## src/rtl/fetch_instruction.sv

```systemverilog
// Instruction fetch stage: issues one-cycle-latency memory reads and buffers {inst, pc} in a 2-entry FIFO.
// Latency: request in cycle N, data returned N+1, presented to decode (v_o) in N+2.
// Backpressure: stall_i holds the FIFO head; requests throttle so the FIFO never overflows; branch_i flushes.
module fetch_instruction #(
   parameter int              WORD     = 32,
   parameter int              ADDR     = 32,
   parameter logic [ADDR-1:0] RESET_PC = '0
) (
   input  logic            clk,
   input  logic            reset,
   output logic            imem_req_o,
   output logic [ADDR-1:0] imem_addr_o,
   input  logic            imem_rvalid_i,
   input  logic [WORD-1:0] imem_rdata_i,
   input  logic            branch_i,
   input  logic [ADDR-1:0] branch_pc_i,
   input  logic            stall_i,
   output logic            v_o,
   output logic [WORD-1:0] inst_o,
   output logic [ADDR-1:0] pc_o
);

   logic [1:0]      count_q, count_d;
   logic            rd_ptr_q, rd_ptr_d;
   logic            wr_ptr_q, wr_ptr_d;
   logic [WORD-1:0] inst_q [2];
   logic [WORD-1:0] inst_d [2];
   logic [ADDR-1:0] pc_q [2];
   logic [ADDR-1:0] pc_d [2];
   logic [ADDR-1:0] fetch_pc_q, fetch_pc_d;
   logic [ADDR-1:0] req_pc_q, req_pc_d;
   logic            inflight_q, inflight_d;
   logic            discard_q, discard_d;

   logic            deq;
   logic            enq;
   logic            req;
   logic [2:0]      occ;

   // Handshake decisions: a response only counts if we actually asked for it and no flush kills it.
   always_comb begin
      deq = reset && (count_q != 2'd0) && !stall_i && !branch_i;
      enq = reset && imem_rvalid_i && inflight_q && !discard_q && !branch_i;
      occ = {1'b0, count_q} + {2'b00, inflight_q} - {2'b00, deq};
      req = reset && !branch_i && (occ < 3'd2);
   end

   // Next-state for FIFO, fetch PC and in-flight bookkeeping; a branch overrides everything else.
   always_comb begin
      count_d    = count_q;
      rd_ptr_d   = rd_ptr_q;
      wr_ptr_d   = wr_ptr_q;
      inst_d     = inst_q;
      pc_d       = pc_q;
      fetch_pc_d = fetch_pc_q;
      req_pc_d   = req_pc_q;
      inflight_d = req;
      discard_d  = branch_i;

      if (branch_i) begin
         count_d    = 2'd0;
         rd_ptr_d   = 1'b0;
         wr_ptr_d   = 1'b0;
         fetch_pc_d = branch_pc_i;
      end else begin
         if (enq) begin
            inst_d[wr_ptr_q] = imem_rdata_i;
            pc_d[wr_ptr_q]   = req_pc_q;
            wr_ptr_d         = ~wr_ptr_q;
         end
         if (deq) begin
            rd_ptr_d = ~rd_ptr_q;
         end
         case ({enq, deq})
            2'b10:   count_d = count_q + 2'd1;
            2'b01:   count_d = count_q - 2'd1;
            default: count_d = count_q;
         endcase
         if (req) begin
            req_pc_d   = fetch_pc_q;
            fetch_pc_d = fetch_pc_q + ADDR'(4);
         end
      end
   end

   // State registers with synchronous active-low reset.
   always_ff @(posedge clk) begin
      if (!reset) begin
         count_q    <= 2'd0;
         rd_ptr_q   <= 1'b0;
         wr_ptr_q   <= 1'b0;
         fetch_pc_q <= RESET_PC;
         req_pc_q   <= '0;
         inflight_q <= 1'b0;
         discard_q  <= 1'b0;
         for (int i = 0; i < 2; i++) begin
            inst_q[i] <= '0;
            pc_q[i]   <= '0;
         end
      end else begin
         count_q    <= count_d;
         rd_ptr_q   <= rd_ptr_d;
         wr_ptr_q   <= wr_ptr_d;
         fetch_pc_q <= fetch_pc_d;
         req_pc_q   <= req_pc_d;
         inflight_q <= inflight_d;
         discard_q  <= discard_d;
         inst_q     <= inst_d;
         pc_q       <= pc_d;
      end
   end

   // Outputs: head of FIFO straight from registers, forced quiet while in reset.
   always_comb begin
      imem_req_o  = req;
      imem_addr_o = fetch_pc_q;
      v_o         = reset && (count_q != 2'd0);
      inst_o      = reset ? inst_q[rd_ptr_q] : '0;
      pc_o        = reset ? pc_q[rd_ptr_q]   : '0;
   end

endmodule
```

## config.mk

```make
export PLATFORM = sky130hd
export DESIGN_NAME = fetch_instruction
export DESIGN_NICKNAME = d
export VERILOG_FILES = /design/src/rtl/fetch_instruction.sv
export SDC_FILE = /design/constraint.sdc
export NUM_CORES = 1
export LEC_CHECK = 0
export BUFFER_PORTS_ARGS = -buffer_cell sky130_fd_sc_hd__buf_2
export CELL_PAD_IN_SITES_DETAIL_PLACEMENT = 1
export CELL_PAD_IN_SITES_GLOBAL_PLACEMENT = 2
export CORE_MARGIN = 2
export CORE_UTILIZATION = 28
export CTS_CLUSTER_DIAMETER = 200
export CTS_CLUSTER_SIZE = 25
export DETAILED_ROUTE_END_ITERATION = 10
export HOLD_SLACK_MARGIN = 0.1
export PLACE_DENSITY = 0.79
export SLEW_MARGIN = 20
export SYNTH_ARGS = -nofsm -noshare
export SYNTH_HDL_FRONTEND = slang
export SYNTH_SLANG_ARGS = --single-unit
```

## constraint.sdc

```tcl
create_clock -name clk -period 2.63 [get_ports clk]
set_clock_uncertainty 0.1 [all_clocks]
set_input_delay 0 -clock clk [delete_from_list [all_inputs] [get_ports clk]]
set_output_delay 0 -clock clk [all_outputs]
set_load 0.05 [all_outputs]
```

==> impl_metrics.env <==
export IMPL_required_ns=2.88
export IMPL_synth_edff_count=0
export IMPL_finalNonFillerCells=1740
export IMPL_fillCellCount=3652
export IMPL_cts_sinks=198
export IMPL_dp_cells=1628
export IMPL_first_pass_iters=4
export IMPL_final_nets=1410
export IMPL_synthArstFlopShare_pct=0
export IMPL_syn_to_final_growth_pct=35.8
export IMPL_die_h_um=178
export IMPL_ys_warn_count=0
export IMPL_cts_tree="built"
export IMPL_insertion_delay_ns=0.44
export IMPL_wl_per_cell_um=16.5
export IMPL_r2r_end="imem_addr_o[17]"
export IMPL_violations="setup timing"
export IMPL_hpwl_um=18500
export IMPL_worstSetupStartpointType="flip-flop"
export IMPL_grt_pass1_vias=8454
export IMPL_hold_ws_ns=0.143
export IMPL_wirelength_um=28800
export IMPL_drive_gt1_share_pct=21.4
export IMPL_setup_ws_ns=-0.0809
export IMPL_hold_start="branch_i"
export IMPL_grt_use_total_pct=18.1
export IMPL_grt_max_degree=76
export IMPL_grt_pass1_wl_um=45300
export IMPL_antenna_found_initial=0
export IMPL_grt_ovfl_total=0
export IMPL_cp_arrival_ns=2.96
export IMPL_worst_r2r_setup_slack_ns=-0.08
export IMPL_outcome="finished with violations"
export IMPL_whs_endpoint="imem_addr_o[22]"
export IMPL_fp_dieArea_um2=31800
export IMPL_hold_violations=0
export IMPL_yosysSeqAreaShare_pct=46.6
export IMPL_min_path_type="input pin to flip-flop"
export IMPL_viasPerCell=4.81
export IMPL_ys_seq_elements=198
export IMPL_path_max_fanout=6
export IMPL_drt_iter0_markers=341
export IMPL_ys_flop_type="dfxtp_1"
export IMPL_ios=167
export IMPL_antenna_cells=0
export IMPL_slew_violations=0
export IMPL_numCtsBuffers=17
export IMPL_portBuffers=166
export IMPL_reg2reg_from="count_q[0]"
export IMPL_peakVddDrop_mv=0.354
export IMPL_path_class="flip-flop to flip-flop"
export IMPL_max_slew_margin_rel_pct=56.8
export IMPL_synth_cells=1106
export IMPL_clkTransAtPathRegs_ns=0.09
export IMPL_cp_end_kind="flip-flop"
export IMPL_drc_errors=0
export IMPL_synth_area_um2=8510
export IMPL_ys_types=49
export IMPL_fin_crit_ns=2.71
export IMPL_vias=8369
export IMPL_whs_path_depth=4
export IMPL_rsz0062_at_grt="true"
export IMPL_core_um2=29800
export IMPL_rows=63
export IMPL_worstSetupStartpoint="count_q[0]"
export IMPL_worstRegToRegCells=10
export IMPL_cap_violations=0
export IMPL_clockBufferDepth=2
export IMPL_die_x_um=178
export IMPL_worst_pin_slew_ns=0.649
export IMPL_setup_viol=2
export IMPL_cts_htree_levels=4
export IMPL_p_leak_nw=4.25
export IMPL_cts_root_buf="clkbuf_16"
export IMPL_ant_nets=0
export IMPL_initial_utilization_pct=28.6
export IMPL_synth_area_per_cell_um2=7.69
export IMPL_synth_fp_nets=1179
export IMPL_cellPowerDensity_nw_per_um2=569
export IMPL_fin_crit_sh_pct=103
export IMPL_clock_fmax_ghz=0.369
export IMPL_gp_congestion=0.770
-- cell usage in the layout (no fill, tap or decap), types with 4 or more instances in the layout --
cell,n
a21oi_1,178
a22oi_1,6
a2bb2oi_1,5
a31oi_1,11
and2_1,11
buf_12,7
buf_2,165
buf_4,44
clkbuf_16,17
dfxtp_1,195
dlygate4sd3_1,72
inv_1,8
inv_8,6
mux2i_1,68
nand2_1,334
nand3_1,12
nand3b_1,4
nand4_1,12
nor2_1,80
nor2_4,4
nor3_1,5
o21ai_0,10
o21ai_1,4
o22ai_1,8
xor2_1,7
-- power by group --
| group | internal (W) | switching (W) | total [W] | leakage (nW) |
|---|---|---|---|---|
| Combinational | 0.000249 | 0.000397 | 0.000645 | 2.34 |
| Clock | 0.00147 | 0.00134 | 0.00281 | 0.308 |
| Sequential | 0.00305 | 0.0000670 | 0.00311 | 1.60 |
| Total | 0.00476 | 0.00181 | 0.00657 | 4.25 |
-- cell usage after synthesis (all sizes together) (8+ instances only) --
library cell | number | area (µm²)
nand3 | 15 | 92.6
a21oi | 180 | 901
o21ai | 14 | 70.1
nor2 | 87 | 327
a31oi | 12 | 75.1
dfxtp | 198 | 3960
clkbuf | 72 | 273
nand4 | 12 | 75.1
and2 | 11 | 68.8
mux2i | 68 | 681
buf | 10 | 48.8
inv | 10 | 37.5
nand2 | 337 | 1270
o22ai | 8 | 50.1
-- timing repair --
| item | in CTS | in global routing |
|---|---|---|
| pin swaps | 9 | 14 |
| buffers inserted | 6 | 2 |
| hold endpoints to repair | 101 | 9 |
| gates resized for setup | 19 | 17 |
| setup endpoints to repair | 19 | 49 |
| hold buffers | 70 | 3 |
-- flip-flops by register name (all words and copies together) (netlist names) --
register and cells:
rd_ptr_q 1, imem_addr_o 32, inst_q 64, inflight_q 1
pc_q 64, discard_q 1, req_pc_q 32, wr_ptr_q 1
count_q 2
-- critical path, cell delays in order (launching register included) --
cell      delay [ns]
dfxtp_2         0.34
nor2_4          0.13
nor3_4          0.05
ha_1            0.28
nand2b_4        0.14
fa_2            0.55
nand3_4         0.10
buf_6           0.14
buf_8           0.12
or4_4           0.50
a31oi_1         0.16
-- worst max-delay path by stage --
stage | end | slack, ns | cells after the start
floorplan | imem_addr_o[20] | 0.009 | 13
global placement | imem_addr_o[17] | -0.1 | 11
detailed placement | imem_addr_o[22] | -0.17 | 11
CTS | imem_addr_o[17] | -0.12 | 11
global route | imem_addr_o[17] | -0.18 | 11
finish | imem_addr_o[17] | -0.08 | 10
-- layer usage --
metal / share of wire [%] / vias to the layer above / global-route usage, %
li1: - / 4175 / -
met1: 49 / 4015 / 24.5
met2: 47 / 157 / 30.7
met3: 3.6 / 22 / 2.79
met4: 1.0 / 0 / 3.49
met5: 0 / - / 0
-- cell families (layout without fill, tap and decap cells) --
family / Yosys count / count (layout) / share of synthesized area (%)
and+or+nand+nor: 496 / 496 / 24.2
adders and majority gates: 4 / 4 / 0.677
buffers and inverters: 93 / 337 / 4.27
AOI/OAI and AO/OA: 235 / 235 / 15.0
DFF: 198 / 198 / 46.6
xor gates and xnor gates: 11 / 11 / 1.13
muxes: 69 / 69 / 8.13
-- layout make-up --
class                           count  area, µm²  area share, %
Inverter                           11       52.6          0.455
Timing Repair Buffer              294       2100           18.1
Tap cell                          390        488           4.22
Multi-Input combinational cell    815       4320           37.4
Clock inverter                     15        201           1.74
Clock buffer                       17        425           3.68
Sequential cell                   198       3970           34.4
-- through the flow --
step	setup slack [ns]	area (µm²)	total power (W)	util, %	TNS (ns)
after floorplan	0.00938	8530	0.00349	-	0
after global placement	-0.0976	9980	0.00371	33.5	-0.498
after detailed placement	-0.165	9980	0.00371	33.5	-1.29
after CTS	-0.122	11500	0.00664	38.4	-1.11
after global routing	-0.180	11600	0.00682	38.8	-2.32
final	-0.0809	11600	0.00657	38.8	-0.0860
No activity file was read; power rests on OpenSTA's default activity.
